$ cat config.mk
export PLATFORM = sky130hd
export DESIGN_NAME = cursor_motion
export DESIGN_NICKNAME = d
export VERILOG_FILES = /design/src/rtl/motion_pkg.sv /design/src/rtl/axis_integrator.sv /design/src/rtl/cursor_motion.sv
export SDC_FILE = /design/constraint.sdc
export NUM_CORES = 1
export LEC_CHECK = 0
export ABC_CLOCK_PERIOD_IN_PS = 6560
export CAP_MARGIN = 20
export CORE_MARGIN = 2
export CORE_UTILIZATION = 35
export CTS_BUF_LIST = sky130_fd_sc_hd__clkbuf_2 sky130_fd_sc_hd__clkbuf_4 sky130_fd_sc_hd__clkbuf_8
export DETAILED_ROUTE_END_ITERATION = 7
export HOLD_SLACK_MARGIN = 0.03
export PLACE_DENSITY = 0.6
export SLEW_MARGIN = 40
export SYNTH_ARGS = -nofsm -noshare
export SYNTH_HDL_FRONTEND = slang
export SYNTH_SLANG_ARGS = --single-unit
$ cat constraint.sdc
create_clock -name sys_clk -period 6.56 [get_ports sys_clk]
set_clock_uncertainty 0.05 [all_clocks]
set_input_delay 1.312 -clock sys_clk [delete_from_list [all_inputs] [get_ports sys_clk]]
set_output_delay 1.312 -clock sys_clk [all_outputs]
set_load 0.03 [all_outputs]
$ cat src/rtl/motion_pkg.sv
// Shared codes, FSM encoding and code-to-step helpers for the cursor motion block.
package motion_pkg;

  localparam logic [2:0] DIR_NONE    = 3'd0;
  localparam logic [2:0] DIR_UP_SLOW = 3'd1;
  localparam logic [2:0] DIR_DN_SLOW = 3'd2;
  localparam logic [2:0] DIR_DN_FAST = 3'd3;
  localparam logic [2:0] DIR_UP_FAST = 3'd4;

  localparam logic [2:0] LR_NONE = 3'd0;
  localparam logic [2:0] LR_SLOW = 3'd1;
  localparam logic [2:0] LR_FAST = 3'd2;

  localparam logic signed [10:0] SLOW_STEP = 11'sd1;
  localparam logic signed [10:0] FAST_STEP = 11'sd4;

  typedef enum logic {IDLE, MOVE} state_t;

  // Codes outside the legal set behave exactly like "no motion".
  function automatic logic [2:0] dir_clean(input logic [2:0] code);
    return (code > DIR_UP_FAST) ? DIR_NONE : code;
  endfunction

  function automatic logic [2:0] lr_clean(input logic [2:0] code);
    return (code > LR_FAST) ? LR_NONE : code;
  endfunction

  // Vertical step; y grows downward so "up" is negative.
  function automatic logic signed [10:0] dir_step(input logic [2:0] code);
    case (code)
      DIR_UP_SLOW: return -SLOW_STEP;
      DIR_UP_FAST: return -FAST_STEP;
      DIR_DN_SLOW: return SLOW_STEP;
      DIR_DN_FAST: return FAST_STEP;
      default:     return '0;
    endcase
  endfunction

  function automatic logic signed [10:0] lr_step(input logic [2:0] code);
    case (code)
      LR_SLOW: return SLOW_STEP;
      LR_FAST: return FAST_STEP;
      default: return '0;
    endcase
  endfunction

endpackage

$ cat src/rtl/axis_integrator.sv
// One screen axis: adds a signed step to the position and clamps to 0..MAX.
module axis_integrator
  import motion_pkg::*;
#(
  parameter int MAX  = 639,
  parameter int INIT = 320
) (
  input  logic               clk,
  input  logic               reset,
  input  logic               enable,
  input  logic signed [10:0] step,
  output logic [9:0]         pos,
  output logic               clamped
);

  localparam logic signed [10:0] MAX_S  = 11'(MAX);
  localparam logic [9:0]         MAX_P  = 10'(MAX);
  localparam logic [9:0]         INIT_P = 10'(INIT);

  logic signed [10:0] sum;
  logic [9:0]         pos_n;

  // Candidate position with clamp; clamped reported only for an enabled step.
  always_comb begin
    sum     = $signed({1'b0, pos}) + step;
    pos_n   = sum[9:0];
    clamped = 1'b0;
    if (sum < 11'sd0) begin
      pos_n   = '0;
      clamped = enable;
    end else if (sum > MAX_S) begin
      pos_n   = MAX_P;
      clamped = enable;
    end
  end

  // Position register.
  always_ff @(posedge clk) begin
    if (reset) begin
      pos <= INIT_P;
    end else if (enable) begin
      pos <= pos_n;
    end
  end

endmodule

$ cat src/rtl/cursor_motion.sv
// Frame-rate cursor integrator: debounces joystick codes, then steps a clamped x/y.
//
//  state | meaning
//  IDLE  | no step applied on the most recent frame tick
//  MOVE  | a step was applied on the most recent frame tick
module cursor_motion
  import motion_pkg::*;
#(
  parameter int X_MAX         = 639,
  parameter int Y_MAX         = 479,
  parameter int X_INIT        = 320,
  parameter int Y_INIT        = 240,
  parameter int STABLE_FRAMES = 2
) (
  input  logic       sys_clk,
  input  logic       reset,
  input  logic       frame_tick,
  input  logic [2:0] dir,
  input  logic [2:0] LRdir,
  output logic [9:0] pos_x,
  output logic [9:0] pos_y,
  output logic       moving,
  output logic       edge_hit
);

  localparam int             CW       = $clog2(STABLE_FRAMES + 1);
  localparam logic [CW-1:0]  STABLE_C = CW'(STABLE_FRAMES);

  state_t             state, state_n;
  logic [2:0]         dir_c, lr_c;
  logic [5:0]         code, last_code, last_code_n;
  logic [CW-1:0]      stable_cnt, stable_cnt_n;
  logic               apply;
  logic signed [10:0] step_x, step_y;
  logic               clamp_x, clamp_y;

  // Debounce counter, step decision and next state, evaluated only on frame ticks.
  always_comb begin
    dir_c        = dir_clean(dir);
    lr_c         = lr_clean(LRdir);
    code         = {dir_c, lr_c};
    state_n      = state;
    last_code_n  = last_code;
    stable_cnt_n = stable_cnt;
    apply        = 1'b0;
    if (frame_tick) begin
      if (code == last_code) begin
        if (stable_cnt < STABLE_C) stable_cnt_n = stable_cnt + CW'(1);
      end else begin
        stable_cnt_n = CW'(1);
        last_code_n  = code;
      end
      apply   = (stable_cnt_n >= STABLE_C) && (code != '0);
      state_n = apply ? MOVE : IDLE;
    end
    step_y = apply ? dir_step(dir_c) : '0;
    step_x = apply ? lr_step(lr_c)   : '0;
  end

  // State, debounce history and the one-cycle clamp pulse.
  always_ff @(posedge sys_clk) begin
    if (reset) begin
      state      <= IDLE;
      last_code  <= '0;
      stable_cnt <= '0;
      edge_hit   <= 1'b0;
    end else begin
      state      <= state_n;
      last_code  <= last_code_n;
      stable_cnt <= stable_cnt_n;
      edge_hit   <= apply && (clamp_x || clamp_y);
    end
  end

  assign moving = (state == MOVE);

  axis_integrator #(.MAX(X_MAX), .INIT(X_INIT)) u_x (
    .clk     (sys_clk),
    .reset   (reset),
    .enable  (apply),
    .step    (step_x),
    .pos     (pos_x),
    .clamped (clamp_x)
  );

  axis_integrator #(.MAX(Y_MAX), .INIT(Y_INIT)) u_y (
    .clk     (sys_clk),
    .reset   (reset),
    .enable  (apply),
    .step    (step_y),
    .pos     (pos_y),
    .clamped (clamp_y)
  );

endmodule

# After elaboration in Yosys (flattened, before gate mapping)
# Index checks and enable logic that the tools add are counted.
[totals]
register_bits = 30
in_bits = 9
out_inout_bits = 22
word_cells = 49
[op_classes]
n_addsub = 3
n_lt_le_gt_ge = 8
n_eq_ne = 7
mux = 19
bitwise = 1
n_reduce_logical = 5
[op_table]
columns = ["op", "n"]
rows = [
  ["11-bit one-hot mux with 4 select lines", 1],
  ["10-bit two-way mux", 4],
  ["11-bit adder", 2],
  ["11-bit by 1-bit less-than comparator with 1-bit output (second input constant)", 2],
  ["11-bit two-way mux", 2],
  ["11-bit by 10-bit > comparator with 1-bit output (second input constant)", 1],
  ["11-bit > comparator (second input constant)", 1],
  ["3-bit by 2-bit == test with 1-bit output (second input constant)", 3],
  ["3-bit by 1-bit == test with 1-bit output (second input constant)", 2],
  ["6-bit == test", 1],
  ["1-bit two-way mux", 6],
  ["2-bit two-way mux", 3],
  ["3-bit two-way mux", 2],
  ["3-bit one-hot mux with 2 select lines", 1],
  ["6-bit nonzero test", 1],
  ["3-bit == test (second input constant)", 1],
  ["3-bit by 2-bit > comparator with 1-bit output (second input constant)", 1],
  ["3-bit > comparator (second input constant)", 1],
  ["2-bit by 1-bit adder with 2-bit output (second input constant)", 1],
  ["2-bit greater-or-equal comparator (second input constant)", 1],
  ["1-bit logical AND", 2],
  ["2-bit less-than comparator (second input constant)", 1],
  ["2-bit AND reduction", 1],
  ["1-bit logical OR", 1],
  ["1-bit NOT", 1],
]

# Depth between registers and ports, before layout
[logic_depth]
word_depth = 15
depth_mapped = 17
ltp_nobuf = 15

# Modules after synthesis
# A second synthesis with hierarchy kept.
[unflattened]
cells_unflattened = 325
hier_area_um2 = 2750.1
[modules_own_cells]
columns = ["mod", "n_inst", "cells_per_inst", "area_per_inst_um2", "seq_area_each_um2"]
rows = [
  ["axis_integrator (u_x)", 1, 118, 1012.2, 200.2],
  ["axis_integrator (u_y)", 1, 110, 930.9, 200.2],
  ["cursor_motion", 1, 97, 807.0, 200.2],
]

# Worst setup path after synthesis
# OpenSTA, ideal clock, no wires.
[synth_path]
kind = "input port to flip-flop"
start = "input port dir[2]"
end = "register u_y.pos[5]"
setup_ns = 0.115
arrival_ns = 4.470
required_ns = 6.395
path_slack_ns = 1.925
path_stages = 13
path_buffers = 1
cell_sequence = "buf_6 > nor3b_2 > a221oi_2 > a21boi_4 > nand3_2 > or3_1 > fa_1 > nand2b_1 > a21oi_1 > nor4_1 > or4_1 > nor2b_2 > a31o_1"
[synth_between]
elab_chain_len = 13
elab_cells_between_ends = 20
cone_classes = "1 x add/sub; 4 x order compare; 5 x eq/ne; 8 x mux; 2 x reduce/logical"
[synth_rtl]
columns = ["item", "line", "source"]
rows = [
  ["from (decl)", "cursor_motion.sv:18", "input logic [2:0] dir,"],
  ["3-bit > comparator", "motion_pkg.sv:21", "return (code > DIR_UP_FAST) ? DIR_NONE : code;"],
  ["3-bit two-way mux (*)", "motion_pkg.sv:21", ""],
  ["6-bit == test", "cursor_motion.sv:47", "if (code == last_code) begin"],
  ["2-bit two-way mux", "cursor_motion.sv:47", ""],
  ["2-bit two-way mux", "cursor_motion.sv:46", "if (frame_tick) begin"],
  ["2-bit greater-or-equal comparator", "cursor_motion.sv:53", "apply = (stable_cnt_n >= STABLE_C) && (code != '0);"],
  ["1-bit logical AND", "cursor_motion.sv:53", ""],
  ["1-bit two-way mux", "cursor_motion.sv:46", ""],
  ["11-bit two-way mux", "cursor_motion.sv:56", "step_y = apply ? dir_step(dir_c) : '0;"],
  ["11-bit adder", "axis_integrator.sv:25", "sum = $signed({1'b0, pos}) + step;"],
  ["11-bit by 10-bit > comparator with 1-bit output", "axis_integrator.sv:31", "end else if (sum > MAX_S) begin"],
  ["10-bit two-way mux", "axis_integrator.sv:31", ""],
  ["10-bit two-way mux", "axis_integrator.sv:28", "if (sum < 11'sd0) begin"],
  ["to (signal assigned)", "axis_integrator.sv:42", "pos <= pos_n;"],
  ["to (decl)", "axis_integrator.sv:12", "output logic [9:0] pos,"],
]
# Mark *: on every way between the ends. The rest lies on a longest branch, timed or not. The select of a mux whose other input is x is not followed.
# A chain may end at the register's enable or synchronous reset.

# Worst setup path in the final report
[layout_path]
start = "input port dir[1]"
end = "register u_y.pos[8]"
# Same word-level chain as after synthesis.

==> impl_metrics.yaml <==
critical_path:
  startpoint_type: "input port"
  cp_max_fo: 10
  critPathArrivalTime_ns: 5.46
  crit_top_cell: "a21oi_1"
  critical_path_class: "in2reg"
  critPathMaxStageDelay_ns: 0.72
  cp-end-kind: "register"
  cp_data_required_time_ns: 6.66
  ff2ff_path_depth: 15
  slowest_stage: "clkdlybuf4s50_1"
  cp_cell_sequence: "clkdlybuf4s50_1 -> nor3b_2 -> a221oi_2 -> a21boi_4 -> nand3_2 -> nor3_1 -> ha_1 -> inv_1 -> fa_1 -> nand2b_1 -> a21oi_1 -> nor4_1 -> or4_1 -> nor2b_2 -> o21ai_0 -> a21oi_1"
grt:
  grt_max_degree: 30
  grt_antenna_before_repair: 0
  grt_pass1_wl_microns: 9320
  grt_overflow: 0
  grt.total_usage_pct: 15.8
  grt_pass1_vias: 2028
logic_synthesis:
  avgSynthCellArea_sq_um: 8.04
  synth.area.top_cells: "dfxtp_1 (26%), ha_1 (7.7%), a21oi_1 (6.8%)"
  yosysTopAreaCell: "dfxtp_1"
  syn_inst: 283
  ys_ff_latch: 30
  ys.flop_type: "dfxtp_1"
  synth.top_cell.area_share_pct: 26.4
  seq_area_frac_synth_pct: 26.4
  synth_edf_count: 0
  netlist_top_cells_count: "a21oi_1 (31), dfxtp_1 (30), nand2_1 (25), nor2_1 (19), o21ai_0 (16)"
  synth_area_sq_um: 2270
  ys_types: 58
  async_reset_ff_share_pct: 0
  yosysWarnings: 0
  synth.most_common_cell: "a21oi_1"
  syn_nets: 307
clocking:
  root_buffer: "clkbuf_8"
  clk_pin_slew_ns: 0.07
  ctsHoldBuffers: 0
  tritoncts: "built"
  h-tree-depth: 2
  clockBufferDepth: 2
  cts-buffers-inserted: 5
  insertion_delay_ns: 0.29
  ctsResizeCount: 0
  post_cts_buffers: 0
  cts.sinks: 30
placed_design:
  gp_congestion: 0.859
  port-buffer-count: 30
  hpwl_microns: 4020
cells_and_area:
  drive_gt1_share_pct: 7.79
  syn2layout_area_growth_pct: 18.6
  layout.nets: 331
  fin_util_pct: 42.7
  n_antenna_cell: 0
floorplanning:
  die_area_sq_um: 7160
  io_pins: 31
  initial_utilization_pct: 36.0
  dieWidth_microns: 84.6
  rows: 29
  core_area_sq_um: 6310
  chipHeight_microns: 84.6
timing:
  slew_viol_final: 0
  maxSlewHeadroom_pct: 48.5
  fin_crit_sh_pct: 81.8
  rsz0062_at_grt: "no"
  hold_violations: 0
  finalWorstPathRequiredPeriod_ns: 5.36
  tightest_slew_ns: 0.771
  hold_ws_ns: 0.424
  finalSetupViolCount: 0
  max_freq_mhz: 186
  fin_tns_setup_ns: 0
status:
  outcome: "complete, no violations"
pwr:
  power_w: 0.000417
  vdd_drop_max_mv: 0.0872
  p_per_area_nw_per_um2: 154
  p_leak_nw: 1.04
route:
  drc: 0
  drt-initial-drc-count: 65
  routed_wl_microns: 5650
  vias: 2115
  wl_per_cell_microns: 14.7
  drtPass1Iterations: 4
  viasPerCell: 5.49
  drtAntennaViolNets: 0
flow_run:
  maxCapViolCount: 0
worst_hold_path:
  hold_class: "reg2reg"
  hold_depth: 2
## registers in the layout, summed over array words and instances, names as in the netlist
register and flops:
u_x.pos 10, u_y.pos 10, last_code 6, stable_cnt 2, edge_hit 1, moving 1
## final timing paths
check | startpoint | end | slack (ns)
hold / removal | moving | moving | 0.42
setup reg to reg | last_code[1] | u_y.pos[8] | 2.58
hold reg to reg | moving | moving | 0.42
setup / recovery | dir[1] | u_y.pos[8] | 1.20
## routing by layer
layer,vias to the layer above,wire (microns),part of all wire (%),global-route usage [%]
li1,1086,-,-,-
met1,977,2730,48,20.7
met2,41,2630,47,25.8
met3,11,201,3.6,2.95
met4,0,89,1.6,6.20
met5,-,0,0,0
## critical path: cells and delay by family
family | cells | cell delay [ns]
buf+inv | 2 | 0.78
simple gates | 7 | 1.63
fa+ha+maj | 2 | 0.63
compound gates | 5 | 1.09
## layout by cell type (no fill, tap or decap), types with 3 or more instances in the layout
cell type | synthesis | final
clkdlybuf4s50_1 | 0 | 29
nor3b_1 | 5 | 5
nor3_1 | 5 | 5
nand3_1 | 5 | 5
and2_1 | 4 | 4
nand4_1 | 3 | 3
mux2_2 | 4 | 4
nor2b_1 | 7 | 7
o211ai_1 | 6 | 6
dfxtp_1 | 30 | 30
a31oi_1 | 3 | 3
xnor2_1 | 13 | 13
mux2i_1 | 3 | 3
nor2_1 | 19 | 19
ha_1 | 14 | 14
clkbuf_8 | 0 | 6
nand2_1 | 25 | 25
nand2b_1 | 9 | 9
o31ai_1 | 5 | 5
a21oi_1 | 31 | 31
a21o_1 | 5 | 5
o21ai_0 | 16 | 16
inv_1 | 13 | 13
o21bai_1 | 5 | 5
## through the flow
stage	area, sq um	cells	setup WS (ns)
floorplan	2270	283	1.92
global placement	2610	377	0.993
detailed placement	2600	377	0.987
CTS	2700	385	1.22
global route	2700	385	0.949
finish	2700	385	1.20
## report_power, final
group,internal [W],leakage [nW],switching (W)
Clock,0.0000843,0.0472,0.0000779
Combinational,0.0000279,0.752,0.0000389
Sequential,0.000185,0.243,0.00000251
## final cells by class
type / count / area (sq um)
fill: 669 / 3610
timing repair buffer: 30 / 295
sequential: 30 / 601
clock inverter: 2 / 12.5
clock buffer: 6 / 82.6
inverter: 13 / 48.8
tap: 77 / 96.3
multi-input combinational: 227 / 1560
## cell families (layout without fill, tap and decap cells)
group | after synthesis | in the layout | synth area share [%]
multiplexers | 7 | 7 | 3.30
flip-flops | 30 | 30 | 26.4
XOR/XNOR | 14 | 14 | 5.39
adder cells (fa/ha/maj) | 15 | 15 | 8.58
buffers and inverters | 26 | 51 | 4.90
AO/OA/AOI/OAI | 92 | 92 | 27.4
AND/OR/NAND/NOR | 99 | 99 | 24.0
Note: power is estimated with default switching activity, not from simulation.
